**src/rtl/ldm_stm_sequencer_pkg.sv**
```systemverilog
// ldm_stm_sequencer_pkg
// Shared definitions for the LDM/STM multi-register transfer sequencer:
//   - state_t : sequencer state encoding (ST_ABORT exists only when
//               MOC_TIMEOUT_EN is defined)
//   - IR_*    : bit positions of the addressing-mode-4 instruction fields
//   - mode_t  : addressing modes, encoded as {P, U}
package ldm_stm_sequencer_pkg;

   typedef enum logic [3:0] {
      ST_IDLE,
      ST_SETUP,
      ST_ADDR,
      ST_XFER,
      ST_LDWR,
      ST_NEXT,
      ST_WB,
      ST_DONE
`ifdef MOC_TIMEOUT_EN
      , ST_ABORT
`endif
   } state_t;

   localparam int IR_P     = 24;
   localparam int IR_U     = 23;
   localparam int IR_S     = 22;
   localparam int IR_W     = 21;
   localparam int IR_L     = 20;
   localparam int IR_RN_HI = 19;
   localparam int IR_RN_LO = 16;

   // {P, U}: P = pre-index, U = increment
   typedef enum logic [1:0] {
      MODE_DA = 2'b00,
      MODE_IA = 2'b01,
      MODE_DB = 2'b10,
      MODE_IB = 2'b11
   } mode_t;

endpackage

```
**src/rtl/ldm_stm_sequencer_reg_list_scan.sv**
```systemverilog
// reg_list_scan
// Combinational scan of a register list.
//   list  in  NREG  register list (bit i = register i)
//   idx   out 4     index of the lowest set bit (0 when list is empty)
//   none  out 1     list is empty
//   count out 5     number of set bits
module reg_list_scan #(
   parameter int NREG = 16
) (
   input  logic [NREG-1:0] list,
   output logic [3:0]      idx,
   output logic            none,
   output logic [4:0]      count
);

   always_comb begin
      idx   = '0;
      count = '0;
      // Walk downwards so the last hit written is the lowest set bit.
      for (int i = NREG - 1; i >= 0; i--) begin
         if (list[i]) begin
            idx = 4'(i);
         end
      end
      for (int i = 0; i < NREG; i++) begin
         count = count + 5'(list[i]);
      end
   end

   assign none = ~|list;

endmodule

```
**src/rtl/ldm_stm_sequencer.sv**
```systemverilog
// ldm_stm_sequencer
// Multi-register transfer sequencer for ARM addressing mode 4 (LDM/STM).
// On start it latches the instruction fields and base, walks the register
// list lowest-first issuing one mov/moc memory transfer per register, then
// optionally writes back the base register and pulses done.
//
// Optional feature: define MOC_TIMEOUT_EN to add a watchdog that aborts a
// transfer after TO_CYCLES XFER cycles without moc.
//
// Ports:
//   clk     in   system clock (rising edge)
//   clr     in   asynchronous active-high reset
//   start   in   one-cycle request, sampled in IDLE only
//   ir      in   mode-4 instruction word
//   base    in   current value of Rn, sampled with start
//   moc     in   memory operation complete
//   busy    out  high in every state except IDLE
//   done    out  one-cycle pulse on normal completion
//   abort   out  one-cycle pulse on watchdog expiry (0 without the watchdog)
//   addr    out  address for MAR (valid with mar_ld)
//   mar_ld  out  MAR load strobe
//   mdr_ld  out  MDR load strobe
//   r_w     out  1 = read (LDM), 0 = write (STM), valid during mov
//   mov     out  memory request strobe
//   rf_sel  out  register-file select
//   rf_ld   out  register-file write strobe
//   wb_val  out  base writeback value
//   wb_ld   out  base writeback strobe (target Rn)
module ldm_stm_sequencer
   import ldm_stm_sequencer_pkg::*;
#(
   parameter int ADDR_W     = 32,
   parameter int NREG       = 16,
   parameter int WORD_BYTES = 4,
   parameter int TO_CYCLES  = 255
) (
   input  logic              clk,
   input  logic              clr,
   input  logic              start,
   input  logic [31:0]       ir,
   input  logic [ADDR_W-1:0] base,
   input  logic              moc,
   output logic              busy,
   output logic              done,
   output logic              abort,
   output logic [ADDR_W-1:0] addr,
   output logic              mar_ld,
   output logic              mdr_ld,
   output logic              r_w,
   output logic              mov,
   output logic [3:0]        rf_sel,
   output logic              rf_ld,
   output logic [ADDR_W-1:0] wb_val,
   output logic              wb_ld
);

   state_t            state_reg, state_next;

   logic              p_reg, u_reg, w_reg, l_reg;
   logic [3:0]        rn_reg;
   logic [NREG-1:0]   list_reg;
   logic [ADDR_W-1:0] base_reg;
   logic [ADDR_W-1:0] addr_reg;
   logic [ADDR_W-1:0] wb_val_reg;

   logic [3:0]        scan_idx;
   logic              scan_none;
   logic [4:0]        scan_cnt;

   logic [ADDR_W-1:0] span;
   logic [ADDR_W-1:0] setup_addr;
   logic [NREG-1:0]   cur_onehot;
   logic [NREG-1:0]   list_left;
   mode_t             mode;

   // Bits of ir that carry nothing for this block (S is deliberately ignored).
   logic              unused_ir;
   assign unused_ir = ^{ir[31:25], ir[IR_S], ir[15:0]};

   reg_list_scan #(
      .NREG (NREG)
   ) u_scan (
      .list  (list_reg),
      .idx   (scan_idx),
      .none  (scan_none),
      .count (scan_cnt)
   );

   assign span       = ADDR_W'(scan_cnt) * ADDR_W'(WORD_BYTES);
   assign mode       = mode_t'({p_reg, u_reg});
   assign cur_onehot = NREG'(1) << scan_idx;
   assign list_left  = list_reg & ~cur_onehot;

   // Lowest address touched; transfers always ascend from here.
   always_comb begin
      setup_addr = base_reg;
      case (mode)
         MODE_IA: setup_addr = base_reg;
         MODE_IB: setup_addr = base_reg + ADDR_W'(WORD_BYTES);
         MODE_DA: setup_addr = base_reg - span + ADDR_W'(WORD_BYTES);
         MODE_DB: setup_addr = base_reg - span;
         default: setup_addr = base_reg;
      endcase
   end

   // ---------------------------------------------------------------- state
   always_ff @(posedge clk or posedge clr) begin
      if (clr) begin
         state_reg <= ST_IDLE;
      end else begin
         state_reg <= state_next;
      end
   end

   // ------------------------------------------------------------- datapath
   always_ff @(posedge clk or posedge clr) begin
      if (clr) begin
         p_reg      <= 1'b0;
         u_reg      <= 1'b0;
         w_reg      <= 1'b0;
         l_reg      <= 1'b0;
         rn_reg     <= '0;
         list_reg   <= '0;
         base_reg   <= '0;
         addr_reg   <= '0;
         wb_val_reg <= '0;
      end else begin
         case (state_reg)
            ST_IDLE: begin
               if (start) begin
                  p_reg    <= ir[IR_P];
                  u_reg    <= ir[IR_U];
                  w_reg    <= ir[IR_W];
                  l_reg    <= ir[IR_L];
                  rn_reg   <= ir[IR_RN_HI:IR_RN_LO];
                  list_reg <= ir[NREG-1:0];
                  base_reg <= base;
               end
            end
            ST_SETUP: begin
               addr_reg   <= setup_addr;
               // span is zero for an empty list, so this yields base then.
               wb_val_reg <= u_reg ? (base_reg + span) : (base_reg - span);
            end
            ST_NEXT: begin
               addr_reg <= addr_reg + ADDR_W'(WORD_BYTES);
               list_reg <= list_left;
            end
            default: ;
         endcase
      end
   end

`ifdef MOC_TIMEOUT_EN
   localparam int TO_W = $clog2(TO_CYCLES + 1);
   logic [TO_W-1:0] to_cnt_reg;
   logic            to_expire;

   // Cleared in ADDR, which is the only way into XFER.
   always_ff @(posedge clk or posedge clr) begin
      if (clr) begin
         to_cnt_reg <= '0;
      end else if (state_reg == ST_ADDR) begin
         to_cnt_reg <= '0;
      end else if (state_reg == ST_XFER && !moc) begin
         to_cnt_reg <= to_cnt_reg + TO_W'(1);
      end
   end

   // True on the XFER cycle whose missing moc brings the count to TO_CYCLES.
   assign to_expire = (to_cnt_reg == TO_W'(TO_CYCLES - 1));
`else
   localparam int unused_to_cycles = TO_CYCLES;
`endif

   // ------------------------------------------------------------ next state
   always_comb begin
      state_next = state_reg;
      case (state_reg)
         ST_IDLE:  if (start) state_next = ST_SETUP;
         ST_SETUP: begin
            if (scan_none) begin
               state_next = w_reg ? ST_WB : ST_DONE;
            end else begin
               state_next = ST_ADDR;
            end
         end
         ST_ADDR:  state_next = ST_XFER;
         ST_XFER: begin
            if (moc) begin
               state_next = l_reg ? ST_LDWR : ST_NEXT;
            end
`ifdef MOC_TIMEOUT_EN
            else if (to_expire) begin
               state_next = ST_ABORT;
            end
`endif
         end
         ST_LDWR:  state_next = ST_NEXT;
         ST_NEXT: begin
            if (|list_left) begin
               state_next = ST_ADDR;
            end else begin
               state_next = w_reg ? ST_WB : ST_DONE;
            end
         end
         ST_WB:    state_next = ST_DONE;
         ST_DONE:  state_next = ST_IDLE;
`ifdef MOC_TIMEOUT_EN
         ST_ABORT: state_next = ST_IDLE;
`endif
         default:  state_next = ST_IDLE;
      endcase
   end

   // --------------------------------------------------------------- outputs
   always_comb begin
      busy   = (state_reg != ST_IDLE);
      done   = 1'b0;
      addr   = '0;
      mar_ld = 1'b0;
      mdr_ld = 1'b0;
      r_w    = 1'b0;
      mov    = 1'b0;
      rf_sel = '0;
      rf_ld  = 1'b0;
      wb_ld  = 1'b0;
      case (state_reg)
         ST_ADDR: begin
            mar_ld = 1'b1;
            addr   = addr_reg;
            rf_sel = scan_idx;
            mdr_ld = ~l_reg;           // STM: capture register data now
         end
         ST_XFER: begin
            mov    = 1'b1;
            r_w    = l_reg;
            mdr_ld = l_reg & moc;      // LDM: capture memory data on completion
         end
         ST_LDWR: begin
            rf_ld  = 1'b1;
            rf_sel = scan_idx;
         end
         ST_WB: begin
            wb_ld  = 1'b1;
            rf_sel = rn_reg;
         end
         ST_DONE: done = 1'b1;
         default: ;
      endcase
   end

`ifdef MOC_TIMEOUT_EN
   assign abort = (state_reg == ST_ABORT);
`else
   assign abort = 1'b0;
`endif

   assign wb_val = wb_val_reg;

endmodule

```
**config.mk**
```make
export PLATFORM = sky130hd
export DESIGN_NAME = ldm_stm_sequencer
export DESIGN_NICKNAME = d
export VERILOG_FILES = /design/src/rtl/ldm_stm_sequencer_pkg.sv /design/src/rtl/ldm_stm_sequencer_reg_list_scan.sv /design/src/rtl/ldm_stm_sequencer.sv
export SDC_FILE = /design/constraint.sdc
export NUM_CORES = 1
export LEC_CHECK = 0
export ABC_AREA = 1
export CELL_PAD_IN_SITES_DETAIL_PLACEMENT = 0
export CELL_PAD_IN_SITES_GLOBAL_PLACEMENT = 1
export CORE_MARGIN = 2
export CORE_UTILIZATION = 43
export DETAILED_ROUTE_END_ITERATION = 8
export PLACE_DENSITY = 0.95
export SYNTH_ARGS = -nofsm -noshare
export SYNTH_HDL_FRONTEND = slang
export SYNTH_SLANG_ARGS = --single-unit
```
**constraint.sdc**
```tcl
create_clock -name clk -period 16.1 [get_ports clk]
set_input_delay 1.61 -clock clk [delete_from_list [all_inputs] [get_ports clk]]
set_output_delay 1.61 -clock clk [all_outputs]
set_load 0.005 [all_outputs]
```
**Word level (Yosys, flattened, before mapping)**

Cells that the tools add are included.

- Muxes and demuxes: 37
- Reduce and logical (&&, ||, !) cells: 11
- Bitwise gates (word level): 4
- Shifts and indexed selects: 1
- Add/subtract/negate cells: 20
- Equal/unequal tests: 12

Operator list:

| cell | number |
|---|---|
| $pmux W32 S4 | 1 |
| $add A32 B3 Y32 const B | 3 |
| $mux W4 | 18 |
| $add A5 B1 Y5 | 14 |
| $mux W32 | 2 |
| $pmux W32 S2 | 1 |
| $add A32 B7 Y32 | 1 |
| $pmux W16 S2 | 1 |
| $reduce_or A16 Y1 | 2 |
| $sub A32 B7 Y32 | 1 |
| $pmux W4 S7 | 1 |
| $and A16 B16 Y16 | 1 |
| $eq A4 B3 Y1 const B | 4 |
| $mux W16 | 1 |
| $not A16 Y16 | 1 |
| $shl A1 B4 Y16 const A | 1 |
| $eq A4 B2 Y1 const B | 2 |
| $mux W1 | 8 |
| $pmux W4 S2 | 1 |
| $mux W3 | 2 |
| $reduce_and A2 Y1 | 3 |
| $eq A2 B2 Y1 const B | 2 |
| $eq A4 B1 Y1 const B | 1 |
| $logic_not A4 Y1 | 1 |
| other kinds (10) | 12 |

- Bits of input ports: 68
- Bits in registers: 124
- Output and inout bits: 77

**Longest topological paths before layout**

Gate-level depths: netlist of the first run.

- Depth in word-level cells: 22
- Gate-level depth with buffers: 37
- Depth with buffers taken out: 37

**Cells and area by module**

A second synthesis of the first run with hierarchy kept.

- Cell total of the unflattened synthesis: 1,764
- Area, all modules: 11,382.2 sq um

By module, submodules not included:

| module | instances | cells each | area each (sq um) |
|---|---|---|---|
| ldm_stm_sequencer | 1 | 1,676 | 10,800.4 |
| reg_list_scan | 1 | 88 | 581.8 |

**Worst setup path before layout of the first run**

OpenSTA, ideal clock, no wires.

- Path type: reg2reg
- Start: reg list_reg[0]
- End: reg addr_reg[21]
- Required time: 15.976 ns
- Buffers on the path: 0
- Path slack: 10.181 ns
- Cell stages (with the launch flop): 31
- Period minus slack after synthesis: 5.919 ns
- Data arrival time: 5.795 ns
- Path through: dfrtp_1 inv_1 ha_1 inv_1 fa_1 fa_1 fa_1 fa_1 fa_1 fa_1 inv_1 fa_1 nor2_1 nand2_1 nand2_2 nand2_4 nand2_4 xor2_1 nand2_1 nand2_2 inv_1 nor2_4 nand2_1 nor2_2 nand2_1 nor2_1 nand2_1 nand2_1 nor2_1 o21bai_1 a21oi_1

- Word-level cells in the longest chain between the ends: 19

Ends and longest elaborated chain:

| item | line | RTL |
|---|---|---|
| start, declared | ldm_stm_sequencer.sv:61 | `logic [NREG-1:0] list_reg;` |
| start signal, assigned | ldm_stm_sequencer.sv:136 | `list_reg <= ir[NREG-1:0];` |
| start signal, assigned | ldm_stm_sequencer.sv:147 | `list_reg <= list_left;` |
| $add A1 B1 Y2 (*) | ldm_stm_sequencer_reg_list_scan.sv:26 | `count = count + 5'(list[i]);` |
| $add A5 B1 Y5 (*) (14 in a row) | ldm_stm_sequencer_reg_list_scan.sv:26 |  |
| $sub A32 B7 Y32 (*) | ldm_stm_sequencer.sv:100, ldm_stm_sequencer.sv:101 |  |
| $add A32 B3 Y32 | ldm_stm_sequencer.sv:100 | `MODE_DA: setup_addr = base_reg - span + ADDR_W'(WORD_BYTES);` |
| $pmux W32 S4 (*) | ldm_stm_sequencer.sv:97 | `case (mode)` |
| $pmux W32 S2 (*) | ldm_stm_sequencer.sv:128 | `case (state_reg)` |
| end signal, assigned | ldm_stm_sequencer.sv:141 | `addr_reg <= setup_addr;` |
| end signal, assigned | ldm_stm_sequencer.sv:146 | `addr_reg <= addr_reg + ADDR_W'(WORD_BYTES);` |
| end, declared | ldm_stm_sequencer.sv:63 | `logic [ADDR_W-1:0] addr_reg;` |

Every way passes the cells marked *; elsewhere a longest branch is shown, timed or not.
A chain may end at the register's enable or synchronous reset.

**Worst setup path after layout of the first run**

Ends and elaborated chain as after synthesis.

==> results of run 1 <==
==> synth_stat cells (3+ instances only) <==
cell      number
buf_2          6
o21ai_1       12
nor4_1        17
a21boi_2       4
o21bai_1       4
nor2_4         6
a21oi_2        7
o22ai_1        4
a31oi_1       14
nand3b_1       3
a21oi_1       87
xor2_1        33
clkbuf_1      50
o21ai_0       85
mux2_2         9
fa_1          12
a22oi_1        7
buf_4          5
clkinv_1      11
nand2_2       13
nand2_1      362
or2_2          7
nor2_2        10
inv_2          9
nor3_1        33
o21ai_2        6
nand3_1      119
nand4_1       45
xor2_2         3
o21a_1        14
dfrtp_1      123
buf_1          3
o211ai_1      33
nor2_1       196
nand3_2        6
inv_1        193
o221ai_1      15
buf_6          3
nand2_4        5
ha_1          23
==> cell usage in the layout (no fill, tap or decap), drive strengths merged, types with 19 or more instances in the layout <==
cell | Yosys | routed
a21oi | 95 | 95
clkbuf | 50 | 19
clkdlybuf4s50 | 0 | 135
dfrtp | 123 | 123
ha | 23 | 23
inv | 202 | 205
nand2 | 380 | 380
nand3 | 125 | 125
nand4 | 45 | 45
nor2 | 213 | 213
nor3 | 35 | 35
o211ai | 33 | 33
o21ai | 105 | 105
xor2 | 36 | 36
==> worst max-delay path: cells and delay by family (launching register included) <==
| kind | cells | cell delay (ns) |
|---|---|---|
| buf+inv | 3 | 0.35 |
| xor+xnor | 2 | 0.51 |
| simple gates | 11 | 1.44 |
| compound gates | 4 | 0.67 |
| flops | 1 | 0.42 |
| fa+ha+maj | 8 | 3.52 |
==> per-stage QoR <==
stage               hold slack [ns]  util [%]  instance area, um2  cells
floorplan                     0.457         -               10800   1619
global placement              0.468      50.4               12300   2021
detailed placement            0.465      50.4               12300   2021
CTS                           0.492      52.9               12900   2053
global route                  0.505      52.9               12900   2053
finish                        0.483      52.9               12900   2053
==> layout make-up <==
cell class,count,area (um2)
Clock buffer,19,453
Tap cell,324,405
Inverter,214,807
Sequential cell,123,3080
Fill cell,2441,11500
Multi-Input combinational cell,1215,6600
Clock inverter,13,164
Timing Repair Buffer,145,1430
==> path summary, 6_finish.rpt <==
kind | from | depth (start not counted) | end | slack [ns]
worst max-delay path | list_reg[0] | 28 | addr_reg[21] | 9.05
worst min-delay path | wb_val[19] | 2 | wb_val[19] | 0.48
worst max register to register | list_reg[0] | 28 | addr_reg[21] | 9.05
worst min register to register | wb_val[19] | 2 | wb_val[19] | 0.48
max in group asynchronous | clr | 3 | addr_reg[18] | 13.07
min in group asynchronous | clr | 2 | wb_val[27] | 1.71
==> routing by layer <==
| metal | vias to the layer above | track usage (%) |
|---|---|---|
| met3 | 45 | 4.65 |
| li1 | 5549 | - |
| met4 | 0 | 6.92 |
| met1 | 5368 | 42.4 |
| met5 | - | 0 |
| met2 | 427 | 40.3 |
==> logic make-up after synthesis <==
| group | count (synthesis) |
|---|---|
| compound gates | 303 |
| simple gates | 829 |
| flops | 123 |
| fa+ha+maj | 35 |
| mux | 9 |
| buf+inv | 281 |
| xor+xnor | 38 |
| other cells | 1 |
==> run summary, run 1 <==
Worst min path class = flip-flop to flip-flop
Avg Cell Area, Syn = 6.65 um2
Final setup violation count = 0
Pre-CTS setup slack = 9.20 ns
Proportion of synthesized area in mux cells = 0.941%
Initial antenna violation count = 0
Vias in the first global route = 10500
First-pass GRT wire length = 57100 um
Mapped Area = 10800 um2
Met3 wire len = 2440 um
Setup WS post-layout = 9.05 ns
CP Launch Type = flip-flop
Cells after synthesis = 1619
Post-synthesis xor/xnor area fraction = 3.30%
Synth Area in Compound Gates = 17.4%
Worst Max-Slew Pin Slew = 1.00 ns
TritonCTS clock tree = built
Overall routing resource usage = 27.7%
EDFF count, synth = 0
Failing checks = design-rule violations
DR iter-0 viols = 1178
Delay of the slowest critical-path stage = 0.54 ns
Top cell by count, worst path = fa_1
Asr flop ratio synth = 100%
Syn Nets = 1722
Worst-path clk slew = 0.06 ns
Outcome = complete, but fails checks
Drt via density = 5.55
Row count = 57
TritonCTS buffer count = 17
Die area = 26300 um2
Antenna diode count = 0
Root buf cell = clkbuf_16
Starting density of the core = 44.0%
Post-CTS setup buffer count = 0
Layout area overhead = 20.1%
Worst Path Arrival = 7.35 ns
Die H = 162 um
Final ANT Viol Nets = 0
Placeable Area = 24500 um2
H-tree levels = 4
Top sig layer = met4
CTS Buffer Depth = 2
Latest clock arrival within the worst-skew pair = 0.43 ns
Largest family of logic cells by synthesized area = simple AND/OR/NAND/NOR gates
Min cycle time layout = 7.05 ns
RSZ-0062 raised after global routing = no
Fmax = 142 MHz
Post-synthesis adder-cell area fraction = 4.90%
Max Slew Vio Count = 0
Worst setup EP type = flip-flop
Layout Nets = 1819
TritonRoute pass-1 iters = 9
Register bit total from synthesis = 123
Ratio of cells with drive above 1 in the final layout = 8.04%
DRT met1 WL = 17800 um
Maxcap violations = 0
Routed len/inst = 17.7 um
Post-CTS sizing = 0
Wire length on met2 = 15400 um
Grt total ovfl = 0
Ys flop type = dfrtp_1
Top cells by area, synth = dfrtp_1 29%, nand2_1 13%, nor2_1 6.8%, inv_1 6.7%, nand3_1 5.5%
Unique cell type count in the Yosys netlist = 57
Largest net degree at the start of global routing = 73
Final Hold Violating Endpoints = 0
Routability cong. = 0.944
Hold buffer count at cts = 0
Crit path max fanout = 8
HPWL after DPL = 27400 um
Clock skew = 0.0148 ns
Slew headroom = 32.9%
Synth warn = 0
Critical-path top delay cell = fa_1
Kind of critical path = flip-flop to flip-flop
Final cycle utilization of the critical path = 43.8%
Total negative setup slack = 0 ns
Register area share after synthesis = 28.6%
Clock Sinks = 123
# IOs = 145
# DRC = 2
Yosys top cell area share = 28.6%
Port Buffers = 135
WP data required = 16.40 ns
Simple logic cell fraction of the synthesized area = 34.6%
DR vias = 11400
Synth area leader = dfrtp_1
Final WL = 36300 um
Die Width = 162 um
Power of run 1 is left out: the tool's default activity adds up to more than one toggle a clock period on the data nets, which glitch-free logic cannot reach.
==> inputs of run 2 (changes only) <==
--- a/config.mk
+++ b/config.mk
@@ -9,9 +9,9 @@
 export CELL_PAD_IN_SITES_DETAIL_PLACEMENT = 0
 export CELL_PAD_IN_SITES_GLOBAL_PLACEMENT = 1
 export CORE_MARGIN = 2
-export CORE_UTILIZATION = 43
+export CORE_UTILIZATION = 36
 export DETAILED_ROUTE_END_ITERATION = 8
-export PLACE_DENSITY = 0.95
+export PLACE_DENSITY = 0.88
 export SYNTH_ARGS = -nofsm -noshare
 export SYNTH_HDL_FRONTEND = slang
 export SYNTH_SLANG_ARGS = --single-unit
==> constraint.sdc (replaced) <==
create_clock -name clk -period 6.45 [get_ports clk]
set_input_delay 0.645 -clock clk [delete_from_list [all_inputs] [get_ports clk]]
set_output_delay 0.645 -clock clk [all_outputs]
set_load 0.005 [all_outputs]
==> run summary, run 2 (synthesized netlist as in run 1, its figures left out) <==
Outcome = completed
Root buf cell = clkbuf_16
Delay of the slowest critical-path stage = 0.61 ns (+0.07 ns)
DR iter-0 viols = 1183 (+0.42%)
R2R Path End = addr_reg[17]
Final ANT Viol Nets = 0 (unchanged)
Hold buffer count at cts = 0 (unchanged)
Reg2Reg Depth = 29 (+3.6%)
Met2 Resource Use GR = 35.3% (-5.0 points)
H-tree levels = 4 (unchanged)
Worst Hold Depth = 2 (unchanged)
Worst min path class = flip-flop to flip-flop
Die H = 177 um (+9.1%)
Top cell by count, worst path = fa_1
Met1 Resource Use GR = 37.2% (-5.1 points)
Most frequent cells in the layout = 337 x nand2_1, 183 x inv_1, 169 x nor2_1
Final Hold Violating Endpoints = 0 (unchanged)
R2R Path Start = list_reg[0]
TritonCTS clock tree = built
Maxcap violations = 0 (unchanged)
DR vias = 12100 (+5.9%)
Clock skew = 0.0125 ns (-0.00228 ns)
Overall routing resource usage = 24.4% (-3.2 points)
Pre-CTS setup slack = 0.00116 ns (-9.20 ns)
Critical-path top delay cell = fa_2
Setup WS post-layout = 0.0556 ns (-9.00 ns)
Die Width = 177 um (+9.1%)
Layout area overhead = 34.7%
TritonRoute pass-1 iters = 6 (-3)
Largest net degree at the start of global routing = 73 (unchanged)
# IOs = 145 (unchanged)
RSZ-0062 raised after global routing = yes
Max Slew Vio Count = 0 (unchanged)
Ratio of cells with drive above 1 in the final layout = 19.8% (+12 points)
Grt total ovfl = 0 (unchanged)
Worst Path Arrival = 6.75 ns (-0.60 ns)
Worst Max-Slew Pin Slew = 0.957 ns (-0.0450 ns)
Drt via density = 5.39 (-2.9%)
CTS Buffer Depth = 2 (unchanged)
Hold endpoint = wb_val[0]
Worst-path clk slew = 0.06 ns (about the same)
GRT met3 Usage = 3.46% (-1.2 points)
Crit path max fanout = 4 (-4)
Layout Nets = 1940 (+6.7%)
Latest clock arrival within the worst-skew pair = 0.44 ns (about the same)
Slew headroom = 35.9% (+3.0 points)
First-pass GRT wire length = 59800 um (+4.7%)
Fmax = 156 MHz (+10%)
Worst setup EP type = flip-flop
CP Launch Type = flip-flop
Commonest non-fill, non-tap cell in the layout = nand2_1
TritonCTS buffer count = 17 (unchanged)
Min cycle time layout = 6.39 ns (-0.652 ns)
Port Buffers = 135 (unchanged)
Routability cong. = 0.925 (-2.1%)
Reg2Reg Setup Slack = 0.06 ns (-9.00 ns)
Total negative setup slack = 0 ns (unchanged)
Busiest grt layer = met1
Hold_sp = wb_val[0]
Die area = 31300 um2 (+19%)
Placeable Area = 29600 um2 (+21%)
Starting density of the core = 36.4% (-7.6 points)
Row count = 63 (+11%)
Final cycle utilization of the critical path = 99.1% (+55 points)
Final setup violation count = 0 (unchanged)
Clock Sinks = 123 (unchanged)
Routed len/inst = 17.6 um (-0.64%)
HPWL after DPL = 29200 um (+6.5%)
WP data required = 6.81 ns (-9.59 ns)
Antenna diode count = 0 (unchanged)
Initial antenna violation count = 0 (unchanged)
Final WL = 39400 um (+8.4%)
Vias in the first global route = 10900 (+3.9%)
# DRC = 0 (-2)
Kind of critical path = flip-flop to flip-flop
## run 2: worst max path at each step
stage               depth (start not counted)            to         from  slack [ns]
floorplan                                  30  addr_reg[21]  list_reg[0]        0.53
global placement                           31  addr_reg[31]  list_reg[0]        0.16
detailed placement                         31  addr_reg[31]  list_reg[0]       0.001
CTS                                        32  addr_reg[28]  list_reg[0]       0.002
global route                               29  addr_reg[22]  list_reg[1]       -0.17
finish                                     29  addr_reg[17]  list_reg[0]        0.06
## run 2: layer usage
layer / part of all wire (%) / vias up / wire length [um]
met5: 0 / - / 0
met4: 2.3 / 0 / 907
met3: 7.7 / 59 / 3030
met2: 43 / 511 / 16900
met1: 47 / 5697 / 18500
li1: - / 5797 / -
## run 2: worst max-delay path: cells and delay by family, from the launching register on
family	cells	cell delay, ns
XOR/XNOR	1	0.18
adder cells (fa/ha/maj)	8	3.54
AND/OR/NAND/NOR	10	1.06
flip-flops	1	0.35
AO/OA/AOI/OAI	4	0.62
buffers and inverters	6	0.56
## run 2: per-stage QoR
| stage | utilization, % | cell area [um2] | hold WS, ns | std cells |
|---|---|---|---|---|
| 3_5_place_dp | 44.2 | 13100 | 0.467 | 2174 |
| 6_report | 49.1 | 14500 | 0.486 | 2240 |
| 3_3_place_gp | 44.2 | 13100 | 0.467 | 2174 |
| 5_1_grt | 49.1 | 14500 | 0.508 | 2240 |
| 4_1_cts | 46.3 | 13700 | 0.489 | 2208 |
| 2_1_floorplan | - | 10800 | 0.457 | 1619 |
## run 2: timing repair
item,CTS,global route
setup buffers,2,33
gates resized for setup,3,152
pin swaps,2,89
endpoints found under the setup margin,2,34
## run 2: cell type report
| class | count | area [um2] |
|---|---|---|
| clock buffers | 18 | 429 |
| clock inverters | 14 | 160 |
| fillers | 2898 | 15000 |
| inverters | 214 | 810 |
| multi-input cells | 1215 | 7180 |
| flip-flops and latches | 123 | 3080 |
| well taps | 390 | 488 |
| repair buffers | 266 | 2360 |
Power of run 2 is left out for the same reason.
